--- src/rtl/fifo_rd_modport_pkg.sv ---
// fifo_rd_pkg: shared widths and types for the read-side FIFO slice
package fifo_rd_pkg;
  localparam int DATA_W = 32;
  localparam int ADDR_W = 5;
  localparam int DEPTH  = 1 << ADDR_W;
  typedef logic [DATA_W-1:0] data_t;
  typedef logic [ADDR_W:0]   ptr_t;
endpackage

--- src/rtl/fifo_rd_modport_if.sv ---
// fifo_rd_modport_if: push/pop handshake and read-side status of the FIFO.
// master drives requests, write data and the almost-empty threshold; slave returns data, flags, count and level.
interface fifo_rd_modport_if #(
  parameter int DATA_W = fifo_rd_pkg::DATA_W,
  parameter int ADDR_W = fifo_rd_pkg::ADDR_W
);
  logic              write_enable;
  logic [DATA_W-1:0] write_data;
  logic              wrfull;
  logic              overflow;
  logic              read_enable;
  logic [ADDR_W-1:0] aempty_value;
  logic [DATA_W-1:0] read_data;
  logic              rdempty;
  logic              rd_almost_empty;
  logic              underflow;
  logic [ADDR_W:0]   fifo_read_count;
  logic [ADDR_W:0]   rd_level;
  modport master (
    output write_enable, write_data, read_enable, aempty_value,
    input  wrfull, overflow, read_data, rdempty, rd_almost_empty, underflow, fifo_read_count, rd_level
  );
  modport slave (
    input  write_enable, write_data, read_enable, aempty_value,
    output wrfull, overflow, read_data, rdempty, rd_almost_empty, underflow, fifo_read_count, rd_level
  );
endinterface

--- src/rtl/fifo_rd_modport_mem.sv ---
// fifo_mem: 2^ADDR_W x DATA_W RAM, synchronous write port and enabled synchronous read port, no reset.
// Ports: clk; we/waddr/wdata write port; re/raddr read request; rdata registered read data.
module fifo_mem #(
  parameter int DATA_W = fifo_rd_pkg::DATA_W,
  parameter int ADDR_W = fifo_rd_pkg::ADDR_W
) (
  input  logic              clk,
  input  logic              we,
  input  logic [ADDR_W-1:0] waddr,
  input  logic [DATA_W-1:0] wdata,
  input  logic              re,
  input  logic [ADDR_W-1:0] raddr,
  output logic [DATA_W-1:0] rdata
);
  logic [DATA_W-1:0] mem [1<<ADDR_W];
  // Read-before-write: a pop and push to the same slot when full returns the old word.
  always_ff @(posedge clk) begin
    if (we) mem[waddr] <= wdata;
    if (re) rdata <= mem[raddr];
  end
endmodule

--- src/rtl/fifo_rd_modport.sv ---
// fifo_rd_modport: single-clock FIFO with registered read-side flags, count and level.
// Ports: rclk clock; hw_rst_n async active-low reset; sw_rst sync active-high reset; bus slave modport.
module fifo_rd_modport
  import fifo_rd_pkg::*;
#(
  parameter int DATA_W = fifo_rd_pkg::DATA_W,
  parameter int ADDR_W = fifo_rd_pkg::ADDR_W
) (
  input  logic rclk,
  input  logic hw_rst_n,
  input  logic sw_rst,
  fifo_rd_modport_if.slave bus
);
  logic [1:0]        rst_sync;
  logic              rst_n;
  logic [ADDR_W:0]   wptr, rptr, wnext, rnext, level_next;
  logic              full, empty, push, pop, rd_seen;
  logic [DATA_W-1:0] q;
  // Assert immediately, release two edges after hw_rst_n rises; the release edge still sees reset.
  always_ff @(posedge rclk or negedge hw_rst_n)
    if (!hw_rst_n) rst_sync <= '0;
    else rst_sync <= {rst_sync[0], 1'b1};
  assign rst_n = rst_sync[1];
  always_comb begin
    full = (wptr[ADDR_W] != rptr[ADDR_W]) && (wptr[ADDR_W-1:0] == rptr[ADDR_W-1:0]);
    empty = wptr == rptr;
    push = rst_n && !sw_rst && bus.write_enable && (!full || bus.read_enable);
    pop = rst_n && !sw_rst && bus.read_enable && !empty;
    wnext = sw_rst ? '0 : wptr + {{ADDR_W{1'b0}}, push};
    rnext = sw_rst ? '0 : rptr + {{ADDR_W{1'b0}}, pop};
    level_next = wnext - rnext;
  end
  fifo_mem #(.DATA_W(DATA_W), .ADDR_W(ADDR_W)) u_mem (
    .clk(rclk),
    .we(push),
    .waddr(wptr[ADDR_W-1:0]),
    .wdata(bus.write_data),
    .re(pop),
    .raddr(rptr[ADDR_W-1:0]),
    .rdata(q)
  );
  // The RAM has no reset, so read_data is forced to zero until the first pop after reset.
  assign bus.read_data = rd_seen ? q : '0;
  always_ff @(posedge rclk or negedge rst_n)
    if (!rst_n) begin
      wptr <= '0;
      rptr <= '0;
      rd_seen <= 1'b0;
      bus.rd_level <= '0;
      bus.rdempty <= 1'b1;
      bus.wrfull <= 1'b0;
      bus.rd_almost_empty <= 1'b1;
      bus.underflow <= 1'b0;
      bus.overflow <= 1'b0;
      bus.fifo_read_count <= '0;
    end else begin
      wptr <= wnext;
      rptr <= rnext;
      rd_seen <= !sw_rst && (rd_seen || pop);
      bus.rd_level <= level_next;
      bus.rdempty <= level_next == '0;
      bus.wrfull <= level_next[ADDR_W];
      bus.rd_almost_empty <= level_next <= {1'b0, bus.aempty_value};
      bus.underflow <= !sw_rst && bus.read_enable && empty;
      bus.overflow <= !sw_rst && bus.write_enable && full && !bus.read_enable;
      bus.fifo_read_count <= sw_rst ? '0 : bus.fifo_read_count + {{ADDR_W{1'b0}}, pop};
    end
endmodule

--- src/flat_wrapper.sv ---
// flat-port wrapper written by rule: the top's interface ports become plain ports
module fifo_rd_modport_flat import fifo_rd_pkg::*;
#(
  parameter int DATA_W = fifo_rd_pkg::DATA_W,
  parameter int ADDR_W = fifo_rd_pkg::ADDR_W
)
  (rclk, hw_rst_n, sw_rst, bus_write_enable, bus_write_data, bus_read_enable, bus_aempty_value, bus_wrfull, bus_overflow, bus_read_data, bus_rdempty, bus_rd_almost_empty, bus_underflow, bus_fifo_read_count, bus_rd_level);
  fifo_rd_modport_if #(.DATA_W(DATA_W), .ADDR_W(ADDR_W)) bus_i ();
  input  logic rclk;
  input  logic hw_rst_n;
  input  logic sw_rst;
  input wire logic [$bits(bus_i.write_enable)-1:0] bus_write_enable;
  input wire logic [$bits(bus_i.write_data)-1:0] bus_write_data;
  input wire logic [$bits(bus_i.read_enable)-1:0] bus_read_enable;
  input wire logic [$bits(bus_i.aempty_value)-1:0] bus_aempty_value;
  output wire logic [$bits(bus_i.wrfull)-1:0] bus_wrfull;
  output wire logic [$bits(bus_i.overflow)-1:0] bus_overflow;
  output wire logic [$bits(bus_i.read_data)-1:0] bus_read_data;
  output wire logic [$bits(bus_i.rdempty)-1:0] bus_rdempty;
  output wire logic [$bits(bus_i.rd_almost_empty)-1:0] bus_rd_almost_empty;
  output wire logic [$bits(bus_i.underflow)-1:0] bus_underflow;
  output wire logic [$bits(bus_i.fifo_read_count)-1:0] bus_fifo_read_count;
  output wire logic [$bits(bus_i.rd_level)-1:0] bus_rd_level;
  assign bus_i.write_enable = bus_write_enable;
  assign bus_i.write_data = bus_write_data;
  assign bus_i.read_enable = bus_read_enable;
  assign bus_i.aempty_value = bus_aempty_value;
  assign bus_wrfull = bus_i.wrfull;
  assign bus_overflow = bus_i.overflow;
  assign bus_read_data = bus_i.read_data;
  assign bus_rdempty = bus_i.rdempty;
  assign bus_rd_almost_empty = bus_i.rd_almost_empty;
  assign bus_underflow = bus_i.underflow;
  assign bus_fifo_read_count = bus_i.fifo_read_count;
  assign bus_rd_level = bus_i.rd_level;
  fifo_rd_modport #(.DATA_W(DATA_W), .ADDR_W(ADDR_W)) u_core (.rclk(rclk), .hw_rst_n(hw_rst_n), .sw_rst(sw_rst), .bus(bus_i));
endmodule
--- config.mk ---
export PLATFORM = sky130hd
export DESIGN_NAME = fifo_rd_modport_flat
export DESIGN_NICKNAME = d
export VERILOG_FILES = /design/src/rtl/fifo_rd_modport_pkg.sv /design/src/rtl/fifo_rd_modport_if.sv /design/src/rtl/fifo_rd_modport_mem.sv /design/src/rtl/fifo_rd_modport.sv /design/src/flat_wrapper.sv
export SDC_FILE = /design/constraint.sdc
export NUM_CORES = 1
export LEC_CHECK = 0
export BUFFER_PORTS_ARGS = -buffer_cell sky130_fd_sc_hd__buf_2
export CAP_MARGIN = 20
export CORE_ASPECT_RATIO = 0.6
export CORE_UTILIZATION = 62
export DETAILED_ROUTE_END_ITERATION = 8
export GPL_ROUTABILITY_DRIVEN = 0
export GPL_TIMING_DRIVEN = 0
export PLACE_DENSITY = 0.88
export SLEW_MARGIN = 10
export SYNTH_ARGS = -nofsm -noshare
export SYNTH_HDL_FRONTEND = slang
export SYNTH_SLANG_ARGS = --single-unit
--- constraint.sdc ---
create_clock -name rclk -period 1.55 [get_ports rclk]
set_clock_uncertainty 0.2 [all_clocks]
set_input_delay 0.31 -clock rclk [delete_from_list [all_inputs] [get_ports rclk]]
set_output_delay 0.31 -clock rclk [all_outputs]
set_load 0.02 [all_outputs]
==> summary.txt <==
Status
  • Status: finished, violations left
  • Failing checks: negative hold slack, negative setup slack

Worst setup path
  • Worst r2r src: u_core.rptr[2]
  • Startpoint Class: register
  • Crit Path Category: reg -> reg
  • Worst Path Max Fanout: 4
  • CP Capture Type: register
  • Reg-to-reg setup timing slack: -3.03 ns
  • Critical Path AT: 4.94 ns
  • CP required: 1.91 ns
  • Worst Setup SP: u_core.rptr[2]

Die
  • IO Count: 91
  • Die width: 337.1 um
  • DIE AREA: 0.06844 mm^2
  • Core Box Area: 0.06640 mm^2
  • Initial core utilization: 62.89%
  • Core Rows: 73
  • Die H: 203.0 um

Final layout
  • Area grow syn2layout: 25.36%
  • Fin nets: 2251
  • Layout cell share with drive strength beyond 1: 44.69%

Yosys
  • Synth top area share: 75.93%
  • Sequential area share after synthesis: 77.79%
  • Top cells by area, synth: edfxtp_1 (76%), mux4_2 (17%), dfrtp_1 (1.7%), mux2_2 (0.86%), and2_1 (0.48%)
  • #FFs+latches synth: 1087
  • Number of synthesized flops with an enable pin: 1056
  • Synth Cell Area: 0.04176 mm^2
  • Cells after synthesis: 1730
  • Post-synth net total: 1789
  • Synthesis Warnings: 0
  • Synth Flop Type: edfxtp_1
  • Asr flop ratio synth: 2.852%
  • Syn Area/Cell: 24.14 um^2
  • Netlist cell types: 41
  • Area leader, netlist: edfxtp_1

Global route
  • Initial antenna violation count: 10
  • GR Util All Layers: 40.98%
  • First-pass GRT wire length: 185.3 mm
  • Largest net degree at the start of global routing: 33
  • Vias in the first global route: 23399
  • GRT overflow: 0

CTS
  • Htree depth: 3
  • Clk Latency, worst-skew pair: 0.70 ns
  • CTS max path bufs: 3
  • Num CTS Buffers: 91
  • Worst-path clk slew: 0.08 ns
  • CTS tree: done
  • CTS root buf: clkbuf_16
  • CTS Sinks: 1087

Routing
  • Vias: 25316
  • ANT nets after route: 0
  • Post-route DRC violation count: 0
  • Starting DRC count in detailed routing: 5448
  • Total wire length: 161.5 mm
  • Avg WL per Cell: 50.98 um
  • Pre-antenna DRT Iters: 5
  • Via-to-Cell Ratio: 7.991

STA
  • Final setup vio count: 1166
  • Pins Over Slew Limit: 0
  • Final Hold Violating Endpoints: 2
  • Slew @ Worst Pin: 1.209 ns
  • Worst hold slack: -0.1957 ns
  • Fin worst setup slack: -3.029 ns
  • Fmax: 0.2184 GHz
  • Post-route clock period utilization: 295.4%
  • Relative slew margins: 19.37%
  • Post-layout minimum cycle time: 4.579 ns
  • RSZ-0062 raised after global routing: true

Pwr
  • Leakage dissipation: 16.76 nW
  • Max IR drop VDD: 0.001125 V
  • PwrDens: 1123 mW/mm^2

Placed design
  • Setup WS pre-CTS: -3.214 ns
  • Dpl hpwl: 66.45 mm
  • I/O Buffers: 90

Hold path
  • HP Start: bus_read_enable
  • HP Class: in -> reg

Job
  • Max-cap check violation count: 0
==> Yosys cell counts (3+ instances only) <==
cell type  count
nand2b_1       7
buf_4         21
o21ai_0        3
and2_1        32
xor2_1        11
a21oi_1        4
dfrtp_1       29
or2_2          5
nand2_1       11
buf_2         12
inv_1         16
mux2_2        32
nor2_1        51
mux4_2       320
nand3_1       10
ha_1          16
clkbuf_1      44
xnor2_1        9
nor2b_1        6
buf_6          4
edfxtp_1    1056
buf_1          7
==> state kept, by name (all words and copies together), names as in the netlist <==
register	flops
u_core.bus.underflow	1
u_core.u_mem.rdata	32
u_core.rst_sync	2
u_core.rd_seen	1
u_core.wptr	6
u_core.bus.overflow	1
u_core.bus.rdempty	1
u_core.bus.rd_level	6
u_core.rptr	6
u_core.u_mem.mem	1024
u_core.bus.rd_almost_empty	1
u_core.bus.fifo_read_count	6
==> kinds of logic (layout without fill, tap and decap cells) <==
kind of cell               count (synthesis)  count (layout)  synth area share (%)
adders and majority gates                 17              17                0.5273
xor gates and xnor gates                  21              21                0.4763
and+or+nand+nor                          132             133                 1.603
DFF                                     1087            1087                 77.79
other                                      1               9              0.008979
AOI/OAI and AO/OA                         16              16                0.2427
buffers and inverters                    104             633                 1.231
muxes                                    352             352                 18.12
==> metal layers <==
metal	vias to the layer above	track usage (%)	wire, um
met3	1030	14.39	27570
met5	-	0	295
li1	8284	-	-
met2	3449	62.63	70590
met1	12545	50.20	46700
met4	8	26.77	16340
==> repair_timing <==
action,in CTS,in global routing
gates cloned,14,37
hold endpoints to repair,1003,6
buffers inserted,74,92
gates resized for setup,269,123
pin swaps,34,47
hold buffers,34,1
endpoints found under the setup margin,1166,1166
==> layout make-up <==
class                           instances  area (um^2)
Sequential cell                      1087        32500
Fill cell                            2825        14050
Multi-Input combinational cell        540         9734
Timing Repair Buffer                  372         4867
Clock buffer                          106         2491
Tap cell                              900         1126
Buffer                                 84         1037
Clock inverter                         55        508.0
Inverter                               16        67.56
Antenna cell                            8        20.02
==> cell usage in the layout (no fill, tap or decap), types with 5 or more instances in the layout <==
cell	instances
buf_8	14
buf_4	74
clkbuf_16	129
mux2_4	21
ha_4	10
buf_2	92
edfxtp_1	1056
clkinv_2	14
nor2_1	13
mux4_2	320
clkbuf_8	12
dfrtp_1	21
xor2_1	5
clkbuf_1	15
bufinv_16	9
buf_16	27
clkinvlp_4	10
nand2_8	6
nand2_1	5
nor2_4	34
mux2_2	11
inv_1	13
clkinv_1	20
dfrtp_2	6
diode_2	8
nand3_1	5
buf_12	100
clkbuf_2	10
dlygate4sd3_1	35
and2_1	29
buf_6	48
==> final timing paths <==
| path | to | cells after the start |
|---|---|---|
| worst min-delay path | u_core.bus.underflow | 2 |
| min in group asynchronous | u_core.wptr[1] | 1 |
| worst max register to register | u_core.bus.rdempty | 15 |
| max in group asynchronous | u_core.rst_sync[1] | 3 |
| worst max-delay path | u_core.bus.rdempty | 15 |
| worst min register to register | u_core.wptr[1] | 1 |
==> metrics by stage <==
step	TNS (ns)	std cells	utilization, %	total power [mW]	cell area (um^2)
after global placement	-3505.85	2720	65.62	33.92	43580
after CTS	-1438.43	3033	75.28	57.20	49990
final	-1934.28	3168	78.85	58.80	52360
after floorplan	-1795.46	1730	-	33.41	42000
after detailed placement	-2153.93	2754	67.02	34.04	44500
after global routing	-1853.29	3162	78.82	59.43	52340
==> critical path, cell delays in order, from the launching register on <==
cell	delay [ns]
dfrtp_2	0.62
xor2_4	0.23
nor4_4	0.53
nand3_2	0.16
and4b_4	0.27
ha_4	0.28
nor2b_4	0.20
ha_4	0.19
inv_4	0.04
fa_2	0.40
a21o_1	0.22
a21oi_2	0.20
xnor2_2	0.14
buf_4	0.18
o21bai_4	0.18
nor4bb_1	0.40
==> power breakdown <==
group | internal [mW] | total, mW | switching [mW] | leakage [nW]
clock | 13.0 | 24.8 | 11.8 | 1.45
combinational | 0.607 | 1.66 | 1.05 | 5.42
sequential | 32.3 | 32.3 | 0.0424 | 9.90
total | 45.9 | 58.8 | 12.9 | 16.8
(Power assumes the default switching activity.)
